[config.mk]
export PLATFORM = sky130hd
export DESIGN_NAME = msgpass_buffer_mp
export DESIGN_NICKNAME = d
export VERILOG_FILES = /design/src/rtl/msgpass_buffer_mp.sv
export SDC_FILE = /design/constraint.sdc
export NUM_CORES = 2
export LEC_CHECK = 0
export CAP_MARGIN = 20
export CORE_MARGIN = 4
export CORE_UTILIZATION = 57
export DETAILED_ROUTE_END_ITERATION = 10
export PLACE_DENSITY = 0.77
export RECOVER_POWER = 100
export SYNTH_ARGS = -nofsm -noshare
export SYNTH_HDL_FRONTEND = slang
export SYNTH_SLANG_ARGS = --single-unit
export TNS_END_PERCENT = 30
[constraint.sdc]
create_clock -name clk_i -period 3.66 [get_ports clk_i]
set_clock_uncertainty 0.05 [all_clocks]
set_input_delay 0.549 -clock clk_i [delete_from_list [all_inputs] [get_ports clk_i]]
set_output_delay 0.549 -clock clk_i [all_outputs]
set_load 0.02 [all_outputs]
[src/rtl/msgpass_buffer_mp.sv]
// Multi-port message-passing buffer: zero-init sequencer, lowest-port-wins write arbitration,
// conflict statistics and a fixed-latency read pipeline. Write-first forwarding under MSGPASS_BUFF_BYPASS_EN.
module msgpass_buffer_mp #(
  parameter int DATA_WIDTH = 16,
  parameter int DEPTH      = 64,
  parameter int ADDR_WIDTH = $clog2(DEPTH),
  parameter int NUM_PORTS  = 2,
  parameter int RD_LATENCY = 1
) (
  input  logic                             clk_i,
  input  logic                             rst_i,
  input  logic [NUM_PORTS-1:0]             ren_i,
  input  logic [NUM_PORTS*ADDR_WIDTH-1:0]  raddr_i,
  output logic [NUM_PORTS*DATA_WIDTH-1:0]  rdata_o,
  output logic [NUM_PORTS-1:0]             rvalid_o,
  input  logic [NUM_PORTS-1:0]             wen_i,
  input  logic [NUM_PORTS*ADDR_WIDTH-1:0]  waddr_i,
  input  logic [NUM_PORTS*DATA_WIDTH-1:0]  wdata_i,
  output logic                             init_done_o,
  output logic                             conflict_o,
  output logic [15:0]                      conflict_cnt_o,
  input  logic                             clr_cnt_i
);

  typedef enum logic [0:0] {
    ST_INIT  = 1'b0,
    ST_READY = 1'b1
  } state_e;

  localparam logic [ADDR_WIDTH-1:0] ADDR_LAST = ADDR_WIDTH'(DEPTH - 1);
  localparam logic [ADDR_WIDTH-1:0] ADDR_ONE  = ADDR_WIDTH'(1);
  localparam logic [15:0]           CNT_MAX   = 16'hFFFF;

  state_e                          state_q, state_d;
  logic [ADDR_WIDTH-1:0]           init_addr_q, init_addr_d;
  logic [DATA_WIDTH-1:0]           mem_q [DEPTH];

  logic [ADDR_WIDTH-1:0]           raddr_s [NUM_PORTS];
  logic [ADDR_WIDTH-1:0]           waddr_s [NUM_PORTS];
  logic [DATA_WIDTH-1:0]           wdata_s [NUM_PORTS];
  logic [DATA_WIDTH-1:0]           rd_word_s [NUM_PORTS];
  logic                            ready_s;
  logic [NUM_PORTS-1:0]            shadowed_s;
  logic [NUM_PORTS-1:0]            we_win_s;
  logic                            conflict_s;
  logic                            conflict_q;
  logic [15:0]                     cnt_q, cnt_d;
  logic [NUM_PORTS-1:0]            rd_vld_s;
  logic [NUM_PORTS*DATA_WIDTH-1:0] rd_dat_s;
  logic [NUM_PORTS-1:0]            vld_q [RD_LATENCY];
  logic [NUM_PORTS*DATA_WIDTH-1:0] dat_q [RD_LATENCY];

  function automatic logic addr_in_range(input logic [ADDR_WIDTH-1:0] addr);
    return (32'(addr) < 32'(DEPTH));
  endfunction

  assign ready_s = (state_q == ST_READY) && !rst_i;

  // Unpack the flat port buses into per-port arrays
  always_comb begin
    for (int p = 0; p < NUM_PORTS; p++) begin
      raddr_s[p] = raddr_i[p*ADDR_WIDTH +: ADDR_WIDTH];
      waddr_s[p] = waddr_i[p*ADDR_WIDTH +: ADDR_WIDTH];
      wdata_s[p] = wdata_i[p*DATA_WIDTH +: DATA_WIDTH];
    end
  end

  // FSM state and init address register
  always_ff @(posedge clk_i) begin
    if (rst_i) begin
      state_q     <= ST_INIT;
      init_addr_q <= '0;
    end else begin
      state_q     <= state_d;
      init_addr_q <= init_addr_d;
    end
  end

  // FSM next state: sweep every address once, then stay READY until reset
  always_comb begin
    state_d     = state_q;
    init_addr_d = init_addr_q;
    case (state_q)
      ST_INIT: begin
        if (init_addr_q == ADDR_LAST) begin
          state_d     = ST_READY;
          init_addr_d = '0;
        end else begin
          state_d     = ST_INIT;
          init_addr_d = init_addr_q + ADDR_ONE;
        end
      end
      ST_READY: begin
        state_d     = ST_READY;
        init_addr_d = '0;
      end
      default: begin
        state_d     = ST_INIT;
        init_addr_d = '0;
      end
    endcase
  end

  // A write port is shadowed when any lower-indexed enabled port targets the same address
  always_comb begin
    shadowed_s = '0;
    we_win_s   = '0;
    conflict_s = 1'b0;
    for (int p = 0; p < NUM_PORTS; p++) begin
      for (int q = 0; q < NUM_PORTS; q++) begin
        shadowed_s[p] = shadowed_s[p] |
                        ((q < p) && wen_i[q] && wen_i[p] && (waddr_s[q] == waddr_s[p]));
      end
      we_win_s[p] = ready_s && wen_i[p] && !shadowed_s[p] && addr_in_range(waddr_s[p]);
      conflict_s  = conflict_s | (ready_s && shadowed_s[p]);
    end
  end

  // Storage: zero fill during INIT, arbitrated port writes once READY
  always_ff @(posedge clk_i) begin
    if (state_q == ST_INIT) begin
      mem_q[init_addr_q] <= '0;
    end else begin
      for (int p = 0; p < NUM_PORTS; p++) begin
        if (we_win_s[p]) begin
          mem_q[waddr_s[p]] <= wdata_s[p];
        end
      end
    end
  end

  // Read sample stage; invalid lanes carry zero data down the pipe
  always_comb begin
    rd_vld_s = '0;
    rd_dat_s = '0;
    for (int p = 0; p < NUM_PORTS; p++) begin
      rd_vld_s[p] = ready_s && ren_i[p];
      if (rd_vld_s[p] && addr_in_range(raddr_s[p])) begin
        rd_word_s[p] = mem_q[raddr_s[p]];
      end else begin
        rd_word_s[p] = '0;
      end
`ifdef MSGPASS_BUFF_BYPASS_EN
      // At most one winning write per address, so scan order does not matter
      for (int q = 0; q < NUM_PORTS; q++) begin
        rd_word_s[p] = (rd_vld_s[p] && we_win_s[q] && (waddr_s[q] == raddr_s[p])) ?
                       wdata_s[q] : rd_word_s[p];
      end
`endif
      rd_dat_s[p*DATA_WIDTH +: DATA_WIDTH] = rd_word_s[p];
    end
  end

  // Read pipeline, flushed by reset
  always_ff @(posedge clk_i) begin
    if (rst_i) begin
      for (int s = 0; s < RD_LATENCY; s++) begin
        vld_q[s] <= '0;
        dat_q[s] <= '0;
      end
    end else begin
      vld_q[0] <= rd_vld_s;
      dat_q[0] <= rd_dat_s;
      for (int s = 1; s < RD_LATENCY; s++) begin
        vld_q[s] <= vld_q[s-1];
        dat_q[s] <= dat_q[s-1];
      end
    end
  end

  // Conflict counter next value: clear beats increment, saturate at all-ones
  always_comb begin
    cnt_d = cnt_q;
    if (clr_cnt_i) begin
      cnt_d = 16'h0000;
    end else if (conflict_s && (cnt_q != CNT_MAX)) begin
      cnt_d = cnt_q + 16'h0001;
    end else begin
      cnt_d = cnt_q;
    end
  end

  // Conflict flag and counter registers
  always_ff @(posedge clk_i) begin
    if (rst_i) begin
      conflict_q <= 1'b0;
      cnt_q      <= 16'h0000;
    end else begin
      conflict_q <= conflict_s;
      cnt_q      <= cnt_d;
    end
  end

  assign rvalid_o       = vld_q[RD_LATENCY-1];
  assign rdata_o        = dat_q[RD_LATENCY-1];
  assign init_done_o    = (state_q == ST_READY);
  assign conflict_o     = conflict_q;
  assign conflict_cnt_o = cnt_q;

endmodule

### After elaboration in Yosys (flattened, before gate mapping)

Memory sizes are Yosys's and may differ from the RTL's.
Index checks and enable logic that the tools add are counted.

* RAM bits: 1058
* memories: 3
* register bits: 24

* add/sub/neg operators: 2
* bitwise logic cells: 1
* multiplexer cells: 23
* reductions and logical operators: 16
* equality and inequality tests: 3

Memory list
* mem_q: words 64, width 16, read ports 2, clocked after Yosys merged registers in 0, wr ports 2, line 36 `logic [DATA_WIDTH-1:0] mem_q [DEPTH];`
* dat_q: words 1, width 32, read ports 1, clocked after Yosys merged registers in 0, wr ports 1, line 51 `logic [NUM_PORTS*DATA_WIDTH-1:0] dat_q [RD_LATENCY];`
* vld_q: words 1, width 2, read ports 1, clocked after Yosys merged registers in 0, wr ports 1, line 50 `logic [NUM_PORTS-1:0] vld_q [RD_LATENCY];`

Operators with widths (count)
* $mux W16: 3
* $mux W32: 1
* $reduce_or A32 Y1: 1
* $add A16 B1 Y16 const B: 1
* $ne A16 B16 Y1 const B: 1
* $reduce_or A16 Y1: 1
* $mux W1: 14
* $mux W6: 2
* $pmux W6 S2: 1
* $logic_and A1 B1 Y1: 10
* $add A6 B1 Y6 const B: 1
* $eq A6 B6 Y1: 1
* $eq A6 B6 Y1 const B: 1
* $reduce_or A2 Y1: 2
* $logic_not A1 Y1: 2
* $mux W2: 1
* $pmux W1 S2: 1
* $not A1 Y1: 1

### Logic depth before layout (Yosys ltp)

* depth after elaboration: 8
* depth in mapped cells: 10
* mapped depth without buffers: 6

### Worst setup path after synthesis

OpenSTA, ideal clock, no wires.

* path type: input to register
* start point: input rst_i
* end point: memory mem_q[6][0] (enable)
* library setup time: 0.411 ns
* setup slack: -0.187 ns
* data arrival time: 3.385 ns
* cell stages on the path: 8
* buffers on the path: 3
* cells stage by stage: clkbuf_1 -> and3b_1 -> clkbuf_1 -> clkbuf_1 -> mux2i_1 -> o21ai_0 -> nand2b_1 -> o21ai_0

RTL lines
* start, declared: line 11 `input logic rst_i,`
* end, declared: line 36

### Worst setup path after layout

* start point: input rst_i
* end point: memory dat_q[0][10] (netlist bit)

* cells in the longest elaborated chain, start to end: 5
* elaborated cells on any way between the ends: 10
* classes of those cells: 6 x mux; 4 x reduce/logical

RTL lines (line)
* branches (longest 5 deep; another with $reduce_or A32 Y1)
* end, declared: 51

Several ways; the timed one is not identified.

==> run summary <==
STATUS
-------------------------------------------------------------------------------------
Result of the run                                                           completed

WORST SETUP PATH
-------------------------------------------------------------------------------------
Data required time of the worst path                                          4.25 ns
Number of cells on the worst reg-to-reg path                                        7
Worst setup path startpoint                                                     rst_i
Source of the worst register-to-register timing path                      init_done_o
Critical path launch point type                                            input port
Largest driver fanout on the critical path                                          5
Crit path DAT                                                                 4.11 ns
Worst setup EP type                                                          register
Category of the most critical setup path                                    in -> reg

RUN
-------------------------------------------------------------------------------------
Number of violations of the max-capacitance limit                                   0

YOSYS
-------------------------------------------------------------------------------------
Sequential area share after synthesis                                           0.507
Synthesized netlist cell count                                                   3944
Count of state elements after synthesis                                          1082
Area fraction of the dominant cell type after synthesis                         0.488
Synthesized-area fraction occupied by ao, oa, aoi and oai cells                0.0361
Mean area per synthesized cell                                               16.0 um2
Cell accounting for the most synthesized area                                edfxtp_1
Proportion of synthesized area in mux cells                                     0.390
Post-synth net total                                                             4009
Number of enable flip-flop cells after synthesis                                 1024
Warnings from Yosys                                                                 0
Post-synthesis xor/xnor area fraction                                         0.00139
Largest family of logic cells by synthesized area                        multiplexers
Mapped cell area                                                           0.0630 mm2
Simple-gate portion of the synthesized area                                    0.0311
Predominant post-synthesis flop cell                                         edfxtp_1
Distinct cell type count after synthesis                                           64
Top cells by area, synth                                                 edfxtp_1, mux4_2, mux2_2
Share of synthesized registers carrying an async set or reset                       0
Synth Area in Adders                                                         0.000397

PLACEMENT
-------------------------------------------------------------------------------------
Number of buffers inserted by port buffering                                      114
Global placer's final weighted congestion                                        1.02
Post-DP HPWL                                                                   146 mm
Placement Setup Slack                                                       -0.245 ns
Number of placed cells counting well taps                                        5413
Instance area at placement                                                 0.0680 mm2

FLOORPLAN
-------------------------------------------------------------------------------------
Num rows                                                                          121
Total die area                                                              0.116 mm2
X dimension of the die                                                         340 um
Number of primary I/O pins                                                        115
Core region area                                                            0.109 mm2
Chip height                                                                    340 um
Initial Utilization                                                             0.576

LAYOUT
-------------------------------------------------------------------------------------
# nets final                                                                     4119
Final std cell area, no fill                                               0.0707 mm2
Most frequent standard cell in the layout excluding fill and tap cells       edfxtp_1
Final Core Density                                                              0.647
Highest-count cells in the layout ignoring fill and taps                 edfxtp_1, mux2_2, mux4_2, buf_4, clkbuf_16
Growth of design area from synthesis to finish                                  12.3%
Share of final-layout standard cells stronger than drive strength 1             0.518
Non-filler cells, final                                                          5628

ROUTING
-------------------------------------------------------------------------------------
DR pass1 iterations                                                                 6
Number of vias per cell                                                          7.57
Via Count                                                                       42600
DRC errors left                                                                     0
Mean routed wirelength per cell                                               39.0 um
First-iteration detailed-routing DRC count                                       7287
Post-detailed-route count of antenna-violating nets                                 0
Final Routed Wirelength                                                        220 mm

PWR
-------------------------------------------------------------------------------------
Worst voltage drop across the vdd grid                                         417 uV
Share of power burned in the clock network                                      0.430
Leakage power total                                                           27.0 nW
Power after layout                                                            27.3 mW
Switching pwr                                                                 6.36 mW
Cell Int Power                                                                20.9 mW
Power density cells                                                        385 mW/mm2
Fraction of power spent switching nets                                          0.233
Relative contribution of combinational cells to total power                     0.077
Power share of the sequential group                                             0.493

CLOCK NETWORK
-------------------------------------------------------------------------------------
Number of H-tree branching levels                                                   3
Worst skew pair latency                                                       0.73 ns
CTS clk-pin slew, worst paths                                                 0.06 ns
# Post-CTS Setup Buffers                                                            0
CTS root buf                                                                clkbuf_16
Number of buffers on the longest clock path                                         3
Post_cts resized                                                                    0
Number of clock buffers inserted by TritonCTS                                     115
TritonCTS clock tree                                                              yes
CTS Hold Buffers Added                                                              0
Clock sinks                                                                      1082

STA
-------------------------------------------------------------------------------------
Final Hold Fails                                                                    0
Fmax                                                                          284 MHz
RSZ-0062 raised after global routing                                               no
Slack of the critical path                                                   0.137 ns
Final setup violation count                                                         0
Max-Slew Margin vs Limit                                                       0.0593
Total count of max-transition violations in the final report                        0
Worst hold margin                                                            0.430 ns
Minimum period implied by the final worst setup slack                         3.52 ns
Final period util                                                               0.963
Setup TNS                                                                        0 ns
Least-Margin Pin Slew                                                         1.41 ns

GRT
-------------------------------------------------------------------------------------
Global-route met1 utilization                                                   0.495
Leftover overflow at the end of global routing                                      0
Overall track demand over capacity in global routing                            0.375
Maximum number of pins on one net before global-route repair                       65
Antenna violations before repair                                                   13
Most Used Layer, Global Route                                                    met2
Wire length of the first global-routing pass                                   310 mm
Number of global-route vias before repair                                       41800
M2 GR Usage                                                                     0.546
Met3 demand-to-capacity share in global routing                                 0.146

MIN PATH
-------------------------------------------------------------------------------------
Startpoint of the worst hold path                                         wdata_i[23]
Hold crit path type                                                         in -> reg
Hold-critical path depth                                                            2

==> power groups by stage <==
stage | combinational, mW | sequential [mW] | clock, mW
final | 2.09 | 13.4 | 11.7
after global routing | 2.11 | 13.4 | 12.3
after CTS | 2.04 | 13.4 | 11.7
after detailed placement | 2.03 | 13.7 | 0
after global placement | 2.01 | 13.7 | 0
after floorplan | 1.14 | 13.7 | 0
==> Yosys cell counts (3+ instances only) <==
master and number:
o221ai_1 9, buf_2 142, o31ai_1 10, clkbuf_1 291
nor2_2 40, a21oi_1 42, or2_2 5, a21o_1 3
edfxtp_1 1024, nor3_1 13, mux2_2 1020, mux2_1 10
xor2_1 6, buf_1 39, a22oi_1 3, nand2b_1 40
nand4_1 6, buf_6 9, o41ai_1 8, a211oi_1 55
mux2i_1 96, nor2_1 40, a2111oi_0 4, xnor2_1 4
and2_1 19, o211ai_1 15, nand3_1 34, dfxtp_1 58
nand3b_1 12, nand2_1 76, nor2b_1 21, or3_1 11
buf_4 11, and3_1 4, nand3_2 9, inv_1 9
mux4_2 533, a22o_1 17, o21ai_0 27, nor4_1 4
o211ai_2 3, or4_1 8, o22ai_1 125
==> critical path: stages <==
cell	delay, ns
clkdlybuf4s50_1	0.45
buf_4	0.17
nor2b_1	0.29
buf_4	0.20
clkbuf_1	0.68
and3_1	0.56
o221ai_1	0.23
a21oi_1	0.63
a22o_1	0.33
==> path summary, 6_finish.rpt <==
| check | endpoint | slack, ns |
|---|---|---|
| worst max-delay path | dat_q[0][10] | 0.14 |
| worst min-delay path | mem_q[54][7] | 0.43 |
| worst max register to register | dat_q[0][10] | 0.14 |
| worst min register to register | init_addr_q[0] | 0.45 |
==> registers in the layout (all words and copies together) (netlist names) <==
name,cells
vld_q,2
dat_q,32
mem_q,1024
conflict_o,1
init_done_o,1
init_addr_q,6
conflict_cnt_o,16
==> final cells by class <==
type | count | area, um2
clock buffers | 156 | 3210
diodes | 3 | 7.51
fillers | 7735 | 38600
clock inverters | 56 | 493
inverters | 9 | 33.8
well taps | 1476 | 1850
multi-input cells | 2361 | 29000
flip-flops and latches | 1082 | 31900
repair buffers | 485 | 4190
==> kinds of logic after synthesis <==
logic type,Yosys count
flops,1082
simple gates,354
fa+ha+maj,2
mux,1659
buf+inv,501
xor+xnor,10
compound gates,336
==> layer usage <==
metal,up-vias,routed length (um),share of wire
met2,3814,95400,0.43
met3,736,35800,0.16
met4,12,14200,0.065
met1,21700,74000,0.34
met5,-,119,0.00054
li1,16300,-,-
Power figures use the tool's default switching activity.
